## config.mk

```make
export PLATFORM = sky130hd
export DESIGN_NAME = vibrato_lfo_mc
export DESIGN_NICKNAME = d
export VERILOG_FILES = /design/src/rtl/vibrato_lfo_mc.sv
export SDC_FILE = /design/constraint.sdc
export NUM_CORES = 1
export LEC_CHECK = 0
export BUFFER_PORTS_ARGS = -buffer_cell sky130_fd_sc_hd__buf_2
export CAP_MARGIN = 0
export CORE_MARGIN = 3
export CORE_UTILIZATION = 50
export CTS_BUF_LIST = sky130_fd_sc_hd__clkbuf_8 sky130_fd_sc_hd__clkbuf_16
export CTS_CLUSTER_DIAMETER = 80
export DETAILED_ROUTE_END_ITERATION = 8
export MAX_ROUTING_LAYER = met4
export PLACE_DENSITY = 0.73
export SLEW_MARGIN = 5
export SYNTH_ARGS = -nofsm -noshare
export SYNTH_HDL_FRONTEND = slang
export SYNTH_SLANG_ARGS = --single-unit
```

## constraint.sdc

```tcl
create_clock -name clk -period 14.66 [get_ports clk]
set_clock_uncertainty 0.1 [all_clocks]
set_input_delay 1.466 -clock clk [delete_from_list [all_inputs] [get_ports clk]]
set_output_delay 1.466 -clock clk [all_outputs]
set_load 0.03 [all_outputs]
```

## src/rtl/vibrato_lfo_mc.sv

```systemverilog
// Multi-channel vibrato LFO: one pitch-offset lane per voice, retriggered on
// note start, note change or repeat strike, with optional onset delay.
module vibrato_lfo_mc #(
  parameter int unsigned CHANNELS = 4,
  parameter int unsigned DEPTH_W  = 5,
  parameter int unsigned OUT_W    = 9,
  parameter int unsigned RATE_W   = 17,
  parameter int unsigned DELAY_W  = 24
) (
  input  logic                         clk,
  input  logic                         reset_n,
  input  logic                         en,
  input  logic [CHANNELS-1:0]          note_on,
  input  logic [CHANNELS-1:0]          note_repeat,
  input  logic [7*CHANNELS-1:0]        note,
  input  logic [1:0]                   wheel,
  input  logic [1:0]                   mode,
  input  logic [DEPTH_W-1:0]           depth,
  input  logic [RATE_W-1:0]            rate,
  input  logic [DELAY_W-1:0]           delay,
  output logic [OUT_W*CHANNELS-1:0]    vib_out,
  output logic [CHANNELS-1:0]          vib_active
);

  localparam int unsigned PW = DEPTH_W + 1;

  typedef enum logic [1:0] {
    ST_IDLE  = 2'd0,
    ST_DELAY = 2'd1,
    ST_RUN   = 2'd2
  } state_e;

  typedef enum logic [1:0] {
    MODE_TRI = 2'd0,
    MODE_SQR = 2'd1,
    MODE_SAW = 2'd2,
    MODE_OFF = 2'd3
  } mode_e;

  state_e               state_q [CHANNELS];
  state_e               state_d [CHANNELS];
  logic [PW-1:0]        pos_q   [CHANNELS];
  logic [PW-1:0]        pos_d   [CHANNELS];
  logic                 dir_q   [CHANNELS];
  logic                 dir_d   [CHANNELS];
  logic [DEPTH_W-1:0]   dl_q    [CHANNELS];
  logic [DEPTH_W-1:0]   dl_d    [CHANNELS];
  logic [RATE_W-1:0]    rcnt_q  [CHANNELS];
  logic [RATE_W-1:0]    rcnt_d  [CHANNELS];
  logic [DELAY_W-1:0]   dcnt_q  [CHANNELS];
  logic [DELAY_W-1:0]   dcnt_d  [CHANNELS];
  logic [PW-1:0]        sq_q    [CHANNELS];
  logic [PW-1:0]        sq_d    [CHANNELS];
  logic [OUT_W-1:0]     out_q   [CHANNELS];
  logic [OUT_W-1:0]     out_d   [CHANNELS];
  logic [CHANNELS-1:0]  act_q;
  logic [CHANNELS-1:0]  act_d;
  logic [CHANNELS-1:0]  pon_q;
  logic [7*CHANNELS-1:0] pnote_q;

  mode_e mode_sel;
  assign mode_sel = mode_e'(mode);

  always_comb begin
    logic [PW-1:0] top;
    logic [PW-1:0] p;
    logic [6:0]    nt;
    logic          trig;
    logic          tick;

    state_d = state_q;
    pos_d   = pos_q;
    dir_d   = dir_q;
    dl_d    = dl_q;
    rcnt_d  = rcnt_q;
    dcnt_d  = dcnt_q;
    sq_d    = sq_q;
    out_d   = out_q;
    act_d   = '0;
    top     = '0;
    p       = '0;
    nt      = '0;
    trig    = 1'b0;
    tick    = 1'b0;

    for (int unsigned i = 0; i < CHANNELS; i++) begin
      nt   = note[7*i +: 7];
      top  = {dl_q[i], 1'b0};
      // Clamp so a mode switch never walks outside 0..2dl.
      p    = (pos_q[i] > top) ? top : pos_q[i];
      trig = note_on[i] & (~pon_q[i] | (nt != pnote_q[7*i +: 7]) | note_repeat[i]);
      tick = (rcnt_q[i] == rate);

      if (!note_on[i]) begin
        // Gate low outranks every trigger cause, including note_repeat.
        state_d[i] = ST_IDLE;
        pos_d[i]   = PW'(dl_q[i]);
        dir_d[i]   = 1'b0;
      end else if (trig) begin
        dl_d[i]    = depth;
        pos_d[i]   = PW'(depth);
        dir_d[i]   = 1'b0;
        rcnt_d[i]  = '0;
        dcnt_d[i]  = '0;
        sq_d[i]    = '0;
        state_d[i] = ((delay == '0) || (wheel != 2'd0)) ? ST_RUN : ST_DELAY;
      end else begin
        case (state_q[i])
          ST_IDLE: begin
          end
          ST_DELAY: begin
            if (wheel != 2'd0) begin
              state_d[i] = ST_RUN;
            end else if (dcnt_q[i] == (delay - DELAY_W'(1))) begin
              state_d[i] = ST_RUN;
            end else begin
              dcnt_d[i] = dcnt_q[i] + DELAY_W'(1);
            end
          end
          ST_RUN: begin
            rcnt_d[i] = tick ? '0 : (rcnt_q[i] + RATE_W'(1));
            if (tick) begin
              case (mode_sel)
                MODE_TRI: begin
                  if (dl_q[i] == '0) begin
                    pos_d[i] = '0;
                  end else if (!dir_q[i]) begin
                    if (p < top) begin
                      pos_d[i] = p + PW'(1);
                    end else begin
                      dir_d[i] = 1'b1;
                      pos_d[i] = p - PW'(1);
                    end
                  end else begin
                    if (p != '0) begin
                      pos_d[i] = p - PW'(1);
                    end else begin
                      dir_d[i] = 1'b0;
                      pos_d[i] = p + PW'(1);
                    end
                  end
                end
                MODE_SQR: begin
                  if (dl_q[i] == '0) begin
                    pos_d[i] = '0;
                    sq_d[i]  = '0;
                  end else if (sq_q[i] == (top - PW'(1))) begin
                    sq_d[i]  = '0;
                    pos_d[i] = (pos_q[i] == top) ? '0 : top;
                  end else begin
                    sq_d[i]  = sq_q[i] + PW'(1);
                  end
                end
                MODE_SAW: begin
                  pos_d[i] = (p < top) ? (p + PW'(1)) : '0;
                end
                default: begin
                end
              endcase
            end
          end
          default: begin
            state_d[i] = ST_IDLE;
          end
        endcase
        if (mode_sel == MODE_OFF) begin
          pos_d[i] = PW'(dl_q[i]);
        end
      end

      act_d[i] = (state_d[i] == ST_RUN) && (mode_sel != MODE_OFF);
      out_d[i] = OUT_W'(pos_q[i]);
    end
  end

  always_ff @(posedge clk) begin
    if (!reset_n) begin
      for (int unsigned i = 0; i < CHANNELS; i++) begin
        state_q[i] <= ST_IDLE;
        pos_q[i]   <= '0;
        dir_q[i]   <= 1'b0;
        dl_q[i]    <= '0;
        rcnt_q[i]  <= '0;
        dcnt_q[i]  <= '0;
        sq_q[i]    <= '0;
        out_q[i]   <= '0;
      end
      act_q   <= '0;
      pon_q   <= '0;
      pnote_q <= '0;
    end else if (en) begin
      state_q <= state_d;
      pos_q   <= pos_d;
      dir_q   <= dir_d;
      dl_q    <= dl_d;
      rcnt_q  <= rcnt_d;
      dcnt_q  <= dcnt_d;
      sq_q    <= sq_d;
      out_q   <= out_d;
      act_q   <= act_d;
      pon_q   <= note_on;
      pnote_q <= note;
    end
  end

  always_comb begin
    vib_out = '0;
    for (int unsigned i = 0; i < CHANNELS; i++) begin
      vib_out[OUT_W*i +: OUT_W] = out_q[i];
    end
  end

  assign vib_active = act_q;

endmodule

```

# ---- Yosys cells after proc, flatten, opt, wreduce, memory -nomap -nowiden
# Index checks and enable logic that the tools add are counted.
dict set report totals {
  ff_bits 304
  latchBits 0
  ram_bits 0
  rom_bits 0
  input_bits 89
  out_inout_bits 40
  wordCells 393
  mem_count 0
}
dict set report classes {
  add_sub_neg 25
  mul 0
  div_mod_pow 0
  n_lt_le_gt_ge 8
  eq_ne 76
  shifts 0
  mux 169
  n_bitwise 16
  n_reduce_logical 64
}
# op n
set ops {}
lappend ops {{$mux 6} 80}
lappend ops {{$mux 24} 16}
lappend ops {{$mux 17} 12}
lappend ops {{$add 24x1->24 const B} 4}
lappend ops {{$eq 24x24->1} 4}
lappend ops {{$reduce_and 5->1} 16}
lappend ops {{$pmux 6 s3} 4}
lappend ops {{$add 17x1->17 const B} 4}
lappend ops {{$eq 17x17->1} 4}
lappend ops {{$add 6x1->6 const B} 8}
lappend ops {{$eq 6x6->1} 8}
lappend ops {{$sub 6x1->6 const B} 8}
lappend ops {{$mux 1} 36}
lappend ops {{$ne 3x1->1 const B} 12}
lappend ops {{$mux 2} 17}
lappend ops {{$reduce_bool 2->1} 17}
lappend ops {{$ne 4x1->1 const B} 8}
lappend ops {{$ne 7x7->1} 4}
lappend ops {{$gt 6x6->1} 4}
lappend ops {{$logic_not 24->1} 1}
lappend ops {{$lt 6x6->1} 4}
lappend ops {{$ne 6x1->1 const B} 4}
lappend ops {{$ne 6x6->1 const B} 4}
lappend ops {{$reduce_and 3->1} 8}
lappend ops {{16 further kinds} 71}

# ---- Logic depth before layout (Yosys ltp)
dict set report depth {
  word_depth 12
  depth_mapped 21
}

# ---- Least setup slack after synthesis
# Ideal clock, no wire load.
dict set report synth_timing {
  path_kind {input port to flip-flop}
  start {input port delay[10]}
  end {register dcnt_q[35] (netlist name)}
  setup_time_ns 0.128
  arrival_time_ns 4.835
  required_time_ns 14.432
  slack_ns 9.597
  cell_stages 14
  path_cell_list {buf_2 -> or4_4 -> buf_6 -> or4_1 -> buf_6 -> nor4_4 -> xor3_1 -> or4_1 -> nor4_4 -> o22ai_1 -> buf_2 -> nand4_1 -> xor2_1 -> nor2_1}
}
dict set report synth_via {
  elab_chain_cells 4
}
# item line_no
set synth_rtl {}
lappend synth_rtl {{start, declared} 20} ;# input logic [DELAY_W-1:0] delay,
lappend synth_rtl {{$sub 24x1->24} 114} ;# end else if (dcnt_q[i] == (delay - DELAY_W'(1))) begin
lappend synth_rtl {{$eq 24x24->1} 114}
lappend synth_rtl {{$ne 2x2->1 (no line)} n/a}
lappend synth_rtl {{$reduce_and 5->1 (no line)} n/a}
lappend synth_rtl {{end signal, assigned} 197} ;# dcnt_q <= dcnt_d;
lappend synth_rtl {{end, declared} 50} ;# logic [DELAY_W-1:0] dcnt_q [CHANNELS];
# Every way passes these cells.
# A chain may end at the register's enable or synchronous reset.

# ---- Worst setup path after layout
dict set report layout_timing {
  start {input port delay[0]}
  end {register dcnt_q[71] (netlist name)}
}
# The elaborated chain is that of the path after synthesis.

==> flow_metrics.tcl <==
set metrics [dict create \
    status "finished clean" \
    syn_inst 2699 \
    area_growth_pct 9.26 \
    synth.avg_cell_area_um2 7.95 \
    utilization_pct 55.6 \
    hold_viol_final 0 \
    antenna_left 0 \
    clock_tree.buffer_depth 3 \
    numCtsBuffers 37 \
    powerDensity_nw_per_um2 94.8 \
    cts_resized 0 \
    tritoncts "built" \
    start_util_pct 50.9 \
    viasPerCell 6.21 \
    port_buffers 116 \
    critPathTopFamily "simple AND/OR/NAND/NOR gates" \
    cts_hold_repair.buffers 0 \
    ys.flop_type "dfxtp_1" \
    path_buf_inv 2 \
    start_kind "input port" \
    grt_util_all_layers_pct 30.1 \
    power.total_uw 2220 \
    synth_common_cells "nor2_1 (328), dfxtp_1 (304), nand2_1 (224), xor2_1 (169), xnor2_1 (157)" \
    nets 2885 \
    grt_pass1_vias 19200 \
    worst_ep_arrival_time_ns 6.20 \
    seq_area_frac_synth_pct 28.4 \
    clock_latency_ns 0.56 \
    detail_route.wirelength_mm 67.8 \
    maxCapViolCount 0 \
    post_cts_buffers 0 \
    fin_setup_tns_ns 0 \
    hold_slack_ns 0.369 \
    vias 20400 \
    slowest_stage "nor3_1" \
    setup_viol 0 \
    ys_ff_latch 304 \
    rows 75 \
    routabilityCongestion 1.03 \
    layout-drive-gt1-share_pct 8.88 \
    timing.final.crit_share_pct 39.6 \
    die_height_um 213 \
    crit_fanout 19 \
    synth_top_area_share_pct 28.4 \
    timing.fmax_mhz 172 \
    die_area_um2 45400 \
    cts.sinks 304 \
    rsz0062_at_grt "false" \
    worstSetupPathType "input port to register" \
    p_leak_uw 0.00910 \
    yosys_warnings 0 \
    layout_setup_ws_ns 8.85 \
    fp.coreArea_um2 42100 \
    hold_path.class "register to register" \
    synthTopCellsByArea "dfxtp_1 (28%), xor2_1 (6.9%), xnor2_1 (6.4%)" \
    htreeDepth 2 \
    overflow 0 \
    antenna_found_initial 1 \
    die_w_um 213 \
    synth_most_common_cell "nor2_1" \
    hpwlAfterDp_mm 50.4 \
    drv_slew 0 \
    grt_max_degree 75 \
    worstMarginPinSlew_ns 1.21 \
    pre_cts_slack_ns 8.46 \
    first_iter_violations 1984 \
    cp_data_required_time_ns 15.05 \
    end_kind "register" \
    cts_root_buffer "clkbuf_16" \
    ios 129 \
    path_cells "buf_2 -> inv_1 -> ha_1 -> or4b_1 -> nor3_1 -> xor2_1 -> xnor2_1 -> nand2_1 -> and4b_1 -> a211oi_2 -> nor2_1 -> or4_1 -> a21oi_1" \
    wl_per_cell_um 20.6 \
    drtPass1Iterations 6 \
    clkTransAtPathRegs_ns 0.06 \
    drc 0 \
    slew_headroom_pct 18.9 \
    grt_pass1_wl_mm 106 \
    fin_crit_ns 5.81 \
    synth.distinct_cells 91 \
    critPathMaxStageDelay_ns 0.93 \
    syn-cell-area_um2 21500 \
    synthArstFlopShare_pct 0 \
    yosys.area.top_type "dfxtp_1" \
    peakVddDrop_mv 0.0786 \
    synth_edf_count 0 \
]
cell type report:
class,count,area [um^2]
inverter,91,344
multi-input combinational,2155,14400
timing repair buffer,137,741
clock buffer,45,1040
clock inverter,16,176
sequential,304,6090
fill,3874,18700
tap,539,674
antenna,1,2.50
per-layer routing:
metal	GRT usage, %	share of wire [%]	vias up
met5	-	0	-
met4	11.7	4.0	0
met3	4.45	7.4	173
met2	47.2	46	869
met1	39.4	43	9732
li1	-	-	9645
registers in the layout (all words and copies together), names as in the netlist:
name,cells
dcnt_q,96
out_d,24
pnote_q,28
sq_q,24
vib_out,24
dl_q,20
vib_active,4
dir_q,4
state_q,8
pon_q,4
rcnt_q,68
placed cells by master, fill, tap and decap left out, types with 58 or more instances in the layout:
| master | count |
|---|---|
| nand2_1 | 224 |
| nand3_1 | 117 |
| inv_1 | 95 |
| nor3_1 | 58 |
| nor2_1 | 328 |
| xnor2_1 | 157 |
| a21oi_1 | 143 |
| xor2_1 | 169 |
| nand4_1 | 66 |
| o21ai_0 | 103 |
| mux2i_1 | 115 |
| dfxtp_1 | 304 |
| buf_2 | 115 |
| ha_1 | 70 |
report_power, final:
| group | switching (uW) | leakage (uW) | internal (uW) | total, uW |
|---|---|---|---|---|
| clock | 374 | 0.000624 | 553 | 927 |
| sequential | 26.0 | 0.00246 | 843 | 869 |
| combinational | 264 | 0.00602 | 163 | 427 |
logic make-up (layout without fill, tap and decap cells):
group	after synthesis	in the layout	synth area share [%]
compound gates	493	493	14.8
other cells	1	13	0.0175
mux	121	121	5.68
buf+inv	251	289	4.90
simple gates	1108	1108	26.2
xor+xnor	350	350	15.8
flops	304	304	28.4
fa+ha+maj	71	71	4.13
worst min-delay path: stages, from the launching register on:
cell     delay [ns]
dfxtp_1        0.31
nand2_1        0.06
a21oi_1        0.05
path summary, 6_finish.rpt:
check	start	slack (ns)	cells after the start	endpoint
hold reg to reg	pon_q[0]$_SDFFE_PN0P_	0.37	2	pon_q[0]$_SDFFE_PN0P_
setup / recovery	delay[0]	8.85	13	dcnt_q[71]$_SDFFE_PN0P_
setup reg to reg	dl_q[7]$_SDFFE_PN0P_	9.21	16	out_d[11]$_SDFFE_PN0P_
hold / removal	pon_q[0]$_SDFFE_PN0P_	0.37	2	pon_q[0]$_SDFFE_PN0P_
through the flow:
stage	cell area, um^2	std cells
final	23400	3288
after global routing	23400	3288
after floorplan	21500	2710
after detailed placement	22200	3226
after global placement	22200	3226
after CTS	23400	3287
Note: power is estimated with default switching activity, not from simulation.
